`config.mk`:
```
export PLATFORM = sky130hd
export DESIGN_NAME = pulse_interval_rx
export DESIGN_NICKNAME = d
export VERILOG_FILES = /design/src/rtl/pulse_interval_rx.sv
export SDC_FILE = /design/constraint.sdc
export NUM_CORES = 1
export LEC_CHECK = 0
export ABC_CLOCK_PERIOD_IN_PS = 2900
export BUFFER_PORTS_ARGS = -buffer_cell sky130_fd_sc_hd__buf_2
export CELL_PAD_IN_SITES_DETAIL_PLACEMENT = 1
export CELL_PAD_IN_SITES_GLOBAL_PLACEMENT = 1
export CORE_MARGIN = 4
export CORE_UTILIZATION = 40
export DETAILED_ROUTE_END_ITERATION = 12
export HOLD_SLACK_MARGIN = 0.05
export PLACE_DENSITY_LB_ADDON = 0.1
export SLEW_MARGIN = 20
export SYNTH_ARGS = -nofsm -noshare
export SYNTH_HDL_FRONTEND = slang
export SYNTH_SLANG_ARGS = --single-unit
```
`constraint.sdc`:
```
create_clock -name clock -period 2.9 [get_ports clock]
set_clock_uncertainty 0.05 [all_clocks]
set_input_delay 0.29 -clock clock [delete_from_list [all_inputs] [get_ports clock]]
set_output_delay 0.29 -clock clock [all_outputs]
set_load 0.01 [all_outputs]
```
`src/rtl/pulse_interval_rx.sv`:
```
// Pulse-interval receiver: decodes packets from the spacing between rising edges on an
// asynchronous line and hands them to a consumer through a one-entry valid/ready buffer.
module pulse_interval_rx #(
  parameter int unsigned PACKET_SIZE   = 8,
  parameter int unsigned COUNTER_SIZE  = 8,
  parameter int unsigned INTERVAL_LOW  = 4,
  parameter int unsigned INTERVAL_HIGH = 8,
  parameter int unsigned TIMEOUT       = 16,
  parameter int unsigned PARITY_EN     = 0
) (
  input  logic                   clock,
  input  logic                   reset,
  input  logic                   signal,
  input  logic                   ready,
  output logic [PACKET_SIZE-1:0] data,
  output logic                   valid,
  output logic                   busy,
  output logic                   err_glitch,
  output logic                   err_timeout,
  output logic                   err_parity,
  output logic                   overrun
);

  localparam int unsigned NumBits = PACKET_SIZE + PARITY_EN;
  localparam int unsigned IdxW    = (NumBits > 1) ? $clog2(NumBits) : 1;

  localparam logic [COUNTER_SIZE-1:0] LowCnt     = COUNTER_SIZE'(INTERVAL_LOW);
  localparam logic [COUNTER_SIZE-1:0] HighCnt    = COUNTER_SIZE'(INTERVAL_HIGH);
  localparam logic [COUNTER_SIZE-1:0] TimeoutCnt = COUNTER_SIZE'(TIMEOUT);
  localparam logic [IdxW-1:0]         LastIdx    = IdxW'(NumBits - 1);

  typedef enum logic [0:0] {StIdle, StReceive} state_e;

  state_e                  state_q, state_d;
  logic                    sync1_q, sync2_q, delay_q;
  logic                    rise;
  logic [COUNTER_SIZE-1:0] cnt_q, cnt_d;
  logic [IdxW-1:0]         idx_q, idx_d;
  logic [NumBits-1:0]      shreg_q, shreg_d;
  logic [NumBits-1:0]      bits_new;
  logic                    parity_bad;
  logic [PACKET_SIZE-1:0]  data_q, data_d;
  logic                    valid_q, valid_d;
  logic                    glitch_q, glitch_d;
  logic                    timeout_q, timeout_d;
  logic                    parity_q, parity_d;
  logic                    overrun_q, overrun_d;

  assign rise = sync2_q & ~delay_q;

  // Interval counter: loads 1 on every edge, saturates so it can never wrap back below TIMEOUT.
  always_comb begin
    cnt_d = cnt_q;
    if (rise) begin
      cnt_d = COUNTER_SIZE'(1);
    end else if (cnt_q != TimeoutCnt) begin
      cnt_d = cnt_q + COUNTER_SIZE'(1);
    end
  end

  // Shift register contents if the current edge is accepted as the next bit.
  always_comb begin
    bits_new        = shreg_q;
    bits_new[idx_q] = (cnt_q >= HighCnt);
    parity_bad      = (PARITY_EN != 0) &&
                      ((^bits_new[PACKET_SIZE-1:0]) != bits_new[NumBits-1]);
  end

  always_comb begin
    state_d   = state_q;
    idx_d     = idx_q;
    shreg_d   = shreg_q;
    data_d    = data_q;
    valid_d   = valid_q & ~ready;
    glitch_d  = 1'b0;
    timeout_d = 1'b0;
    parity_d  = 1'b0;
    overrun_d = 1'b0;

    unique case (state_q)
      StIdle: begin
        if (rise) begin
          state_d = StReceive;
          idx_d   = '0;
          shreg_d = '0;
        end
      end
      StReceive: begin
        // Timeout wins over an edge arriving in the same cycle.
        if (cnt_q == TimeoutCnt) begin
          timeout_d = 1'b1;
          state_d   = StIdle;
        end else if (rise) begin
          if (cnt_q < LowCnt) begin
            glitch_d = 1'b1;
            state_d  = StIdle;
          end else begin
            shreg_d = bits_new;
            if (idx_q == LastIdx) begin
              state_d = StIdle;
              if (parity_bad) begin
                parity_d = 1'b1;
              end else if (!valid_q || ready) begin
                data_d  = bits_new[PACKET_SIZE-1:0];
                valid_d = 1'b1;
              end else begin
                overrun_d = 1'b1;
              end
            end else begin
              idx_d = idx_q + IdxW'(1);
            end
          end
        end
      end
      default: state_d = StIdle;
    endcase
  end

  always_ff @(posedge clock or negedge reset) begin
    if (!reset) begin
      state_q   <= StIdle;
      sync1_q   <= 1'b0;
      sync2_q   <= 1'b0;
      delay_q   <= 1'b0;
      cnt_q     <= '0;
      idx_q     <= '0;
      shreg_q   <= '0;
      data_q    <= '0;
      valid_q   <= 1'b0;
      glitch_q  <= 1'b0;
      timeout_q <= 1'b0;
      parity_q  <= 1'b0;
      overrun_q <= 1'b0;
    end else begin
      state_q   <= state_d;
      sync1_q   <= signal;
      sync2_q   <= sync1_q;
      delay_q   <= sync2_q;
      cnt_q     <= cnt_d;
      idx_q     <= idx_d;
      shreg_q   <= shreg_d;
      data_q    <= data_d;
      valid_q   <= valid_d;
      glitch_q  <= glitch_d;
      timeout_q <= timeout_d;
      parity_q  <= parity_d;
      overrun_q <= overrun_d;
    end
  end

  assign data        = data_q;
  assign valid       = valid_q;
  assign busy        = (state_q == StReceive);
  assign err_glitch  = glitch_q;
  assign err_timeout = timeout_q;
  assign err_parity  = parity_q;
  assign overrun     = overrun_q;

endmodule

```
==> results.toml, run 1 <==
[status]
status = "completed"

[clock_tree]
tritoncts = "built"
root_buffer = "clkbuf_8"
h-tree-depth = 2
ctsResizeCount = 0
clock_path_buffers = 2
postCtsHoldBufs = 0
post_cts_buffers = 0
clk-insertion-delay-late_ns = 0.29
cts.sinks = 35
cts_made_buffers = 5
clk_pin_slew_ns = 0.07

[critical_path]
critical_path.startpoint = "cnt_q[6]"
crit_required_ns = 3.01
timing.rr.start = "cnt_q[6]"
critPathLaunchType = "flip-flop"
critPathCaptureType = "flip-flop"
path_max_fanout = 8
arrival_ns = 2.35
crit_type = "reg2reg"

[grt]
grt_max_degree = 36
antenna_found_initial = 0
grt-ovfl-total = 0
grt_pass1_wl_mm = 6.52
grt_pass1_vias = 1342
grt.total_usage = 0.160

[layout]
final_core_util = 0.461
final_area_um2 = 1860
nFillCells = 452
syn_to_final_growth_pct = 10.4
drive_above_1_share = 0.225
finalNetCount = 176
diodes = 0

[floorplanning]
io_pins = 18
coreArea_um2 = 4030
fp.dieArea_um2 = 5310
die_x_um = 72.9
initial_core_util = 0.418
num_rows = 23
die-height_um = 72.9

[route]
routedWlPerCell_um = 16.0
drt-initial-drc-count = 74
vias = 1193
drt_wl_total_mm = 3.51
ant_nets = 0
firstDrtPassIters = 6
via_per_inst = 5.45
drcViolationCount = 0

[power]
cellPowerDensity_nw_per_um2 = 675
peakVddDrop_mv = 0.345
leakage_uw = 0.000935
finalPower_uw = 1250

[timing]
max-slew-margin-rel = 0.471
tightest_slew_ns = 0.794
slew_violations = 0
fmax_ghz = 0.447
setup_viol_count_final = 0
finalSetupTns_ns = 0
fin_crit_ns = 2.23
period_share = 0.771
hold_viol = 0
rsz0062_at_grt = "no"

[yosys]
syn_area_um2 = 1680
ys.flop_type = "dfrtp_1"
synth_cell_type_count = 38
ys_top_cells_by_count = "dfrtp_1 (35), nand2_1 (17), nor2_1 (14), a32o_1 (10), mux2_2 (9)"
ys_seq_area_frac = 0.520
synth.top_cell.area_share = 0.520
synth_edf_count = 0
yosysMostFrequentCell = "dfrtp_1"
ys_ff_latch = 35
synth.net_count = 163
ys_top_cells_by_area = "dfrtp_1 (52%), mux2_2 (6.0%), a32o_1 (5.9%)"
syn_area_per_cell_um2 = 10.9
synth_largest_area_cell = "dfrtp_1"
syn-instance-count = 155
ys_warn_count = 0
synthArstFlopShare = 1.00

[place]
port_buffers = 16
postPlaceCellArea_um2 = 1780
gp_congestion = 0.793
post-dp-hpwl_mm = 2.52

[run]
max_cap_viol_count = 0

[worst_hold_path]
hp-class = "in2async"
==> worst paths after layout <==
check / to / slack (ns) / depth (start not counted)
setup / recovery: data[5] / 0.67 / 4
hold / removal: idx_q[0] / 0.04 / 1
setup reg to reg: data[5] / 0.67 / 4
hold reg to reg: sync2_q / 0.30 / 0
max in group asynchronous: cnt_q[7] / 2.26 / 1
min in group clock: sync1_q / 0.06 / 1
==> final cells by class <==
| cell class | instances | area, um^2 | area share |
|---|---|---|---|
| multi-input combinational | 104 | 733 | 0.394 |
| timing repair buffer | 17 | 87.6 | 0.0471 |
| sequential | 35 | 876 | 0.471 |
| tap | 50 | 62.6 | 0.0336 |
| inverter | 5 | 18.8 | 0.0101 |
| clock inverter | 1 | 5.00 | 0.00269 |
| clock buffer | 7 | 76.3 | 0.0410 |
==> layer usage <==
layer / wire (um) / vias up / global-route usage / part of all wire
met5: 0 / - / 0 / 0
met4: 76 / 0 / 0.0656 / 0.022
met3: 151 / 9 / 0.0413 / 0.043
met2: 1550 / 22 / 0.239 / 0.44
li1: - / 563 / - / -
met1: 1720 / 599 / 0.220 / 0.49
==> logic make-up after synthesis <==
family | synth area share
simple gates | 0.183
compound gates | 0.111
buf+inv | 0.0446
other cells | 0.00223
flops | 0.520
mux | 0.0780
xor+xnor | 0.0312
fa+ha+maj | 0.0297
==> worst max-delay path, stage by stage (launching register included) <==
cell     delay [ns]
dfrtp_1        0.40
or4_1          0.68
o311a_4        0.42
nand3_2        0.20
mux2_2         0.37
==> power by group <==
part,switching [uW],internal [uW]
clock,168,168
sequential,93.9,539
combinational,166,119
total,428,826
==> sequential cells by signal, indices dropped and copies added, names as in the netlist <==
| register | count |
|---|---|
| overrun | 1 |
| valid | 1 |
| sync1_q | 1 |
| err_timeout | 1 |
| delay_q | 1 |
| busy | 1 |
| sync2_q | 1 |
| data | 8 |
| err_glitch | 1 |
| cnt_q | 8 |
| idx_q | 3 |
| shreg_q | 8 |
==> cell usage in the layout (no fill, tap or decap), drive strengths merged, types with 4 or more instances in the layout <==
cell type	instances
nand2	17
mux2	9
nand2b	4
inv	5
a32o	10
a21oi	6
ha	4
nor2	14
buf	17
dfrtp	35
clkbuf	7
==> stage by stage <==
| step | cells | worst slack, ns | hold slack, ns |
|---|---|---|---|
| 2_1_floorplan | 155 | 0.827 | -0.0556 |
| 3_3_place_gp | 211 | 0.716 | 0.294 |
| 3_5_place_dp | 211 | 0.659 | 0.287 |
| 4_1_cts | 219 | 0.646 | 0.0533 |
| 5_1_grt | 219 | 0.587 | 0.0512 |
| 6_report | 219 | 0.665 | 0.0364 |
Note: power is estimated with default switching activity, not from simulation.
==> inputs of run 2 (changes only) <==
- ABC_CLOCK_PERIOD_IN_PS: 2900 -> 2000
- clock period: 2.9 -> 2 ns (I/O delays scaled with it)
==> run 2 against run 1 <==
  * Global-route usage up 0.70 points
  * Fmax grew 14%
  * Final area up 7.7%
  * Total power rose by 53%
  * Routed wire length rose by 12%
==> results.toml, run 2 (same netlist as run 1, synthesis figures left out) <==
[clock_tree]
h-tree-depth = 2
clk_pin_slew_ns = 0.07
cts_made_buffers = 5
tritoncts = "built"
root_buffer = "clkbuf_8"
cts.sinks = 35
clk-insertion-delay-late_ns = 0.28
clock_path_buffers = 2

[grt]
grt_pass1_vias = 1273
antenna_found_initial = 0
grt_pass1_wl_mm = 6.67
grt_max_degree = 36
grt.total_usage = 0.167
grt-ovfl-total = 0

[power]
netSwitchingFraction = 0.344
leakage_uw = 0.00101
internal-power_uw = 1260
cellPowerDensity_nw_per_um2 = 960
clkPwrFrac = 0.258
peakVddDrop_mv = 0.416
p_switching_uw = 662
power_frac_comb = 0.268
seq_power_share = 0.473

[route]
via_per_inst = 5.40
wl_met2_mm = 1.86
vias = 1263
ant_nets = 0
drt_wl_total_mm = 3.93
top_layer = "met4"
drcViolationCount = 0
routedWlPerCell_um = 16.8
wl_met3_um = 187
drt-initial-drc-count = 94
firstDrtPassIters = 4
wl_met1_mm = 1.85

[timing]
hold_slack_ns = 0.236
tightest_slew_ns = 0.785
max-slew-margin-rel = 0.476
fin_crit_ns = 1.95
setup_viol_count_final = 0
fmax_ghz = 0.512
slew_violations = 0
period_share = 0.976
hold_viol = 0
rsz0062_at_grt = "yes"
finalSetupTns_ns = 0

[floorplanning]
fp.dieArea_um2 = 5310
die_x_um = 72.9
io_pins = 18
coreArea_um2 = 4030
initial_core_util = 0.418
die-height_um = 72.9
num_rows = 23

[critical_path]
critPathLaunchType = "flip-flop"
critPathCaptureType = "flip-flop"
crit_required_ns = 2.12
arrival_ns = 2.07
crit_type = "reg2reg"
path_max_fanout = 8

[run]
max_cap_viol_count = 0

[layout]
diodes = 0
finalNetCount = 191
syn_to_final_growth_pct = 18.9
layout_common_cells = "dfrtp_1 (35), nand2_1 (17), buf_2 (16)"
final_common_cell = "dfrtp_1"
drive_above_1_share = 0.288

[place]
gp_congestion = 0.770
post-dp-hpwl_mm = 2.66
port_buffers = 16

[status]
status = "completed"

[worst_hold_path]
hp-class = "in2reg"
## run 2: cell types whose count changed in the layout (fill, tap and decap cells not counted), sizes merged
cell,previous run,this run
dlygate4sd3,0,2
buf,17,29
clkbuf,7,6
clkinvlp,0,1
o31a,1,2
## run 2: power by group through the flow
stage          clock [uW]  combinational [uW]  sequential, uW
3_3_place_gp            0                 475             909
2_1_floorplan           0                 394             852
6_report              497                 515             910
3_5_place_dp            0                 497             914
5_1_grt               549                 573             935
4_1_cts               515                 515             908
## run 2: path summary, 6_finish.rpt
check / start / end / slack [ns] / depth (start not counted)
max: cnt_q[7] / data[3] / 0.05 / 4
min: ready / overrun / 0.24 / 3
max reg2reg: cnt_q[7] / data[3] / 0.05 / 4
min reg2reg: sync1_q / sync2_q / 0.31 / 0
max in group asynchronous: reset / cnt_q[4] / 0.91 / 2
min in group asynchronous: reset / cnt_q[1] / 0.48 / 2
## run 2: layout make-up
class / count / area [um^2]
Sequential cell: 35 / 876
Clock buffer: 6 / 72.6
Clock inverter: 2 / 12.5
Inverter: 5 / 18.8
Timing Repair Buffer: 31 / 198
Tap cell: 50 / 62.6
Multi-Input combinational cell: 105 / 762
Fill cell: 461 / 2030
## run 2: timing repair
| item | CTS | global route |
|---|---|---|
| endpoints found under the setup margin | 10 | 12 |
| pin swaps | 1 | 0 |
| hold endpoints to repair | 36 | 0 |
| resized for setup | 1 | 2 |
| hold buffers | 2 | 0 |
| gates cloned | 1 | 0 |
| buffers inserted | 0 | 2 |
## run 2: worst max-delay path: stages (launching register included)
cell and delay [ns]:
dfrtp_1 0.39, or4_4 0.56, o311a_4 0.35, nand3_4 0.14, mux2_2 0.35
## run 2: stage by stage
stage	utilization	area, um^2	setup WS (ns)	power (uW)	instances
2_1_floorplan	-	1710	0.000749	1250	155
3_3_place_gp	0.463	1870	0.00306	1380	221
3_5_place_dp	0.463	1870	-0.0501	1410	221
4_1_cts	0.493	1980	0.0320	1940	232
5_1_grt	0.497	2000	-0.0215	2060	234
6_report	0.497	2000	0.0474	1920	234
## run 2: metal layers
layer,vias up,global-route usage
li1,599,-
met1,630,0.235
met2,30,0.261
met3,4,0.0372
met4,0,0.0430
met5,-,0
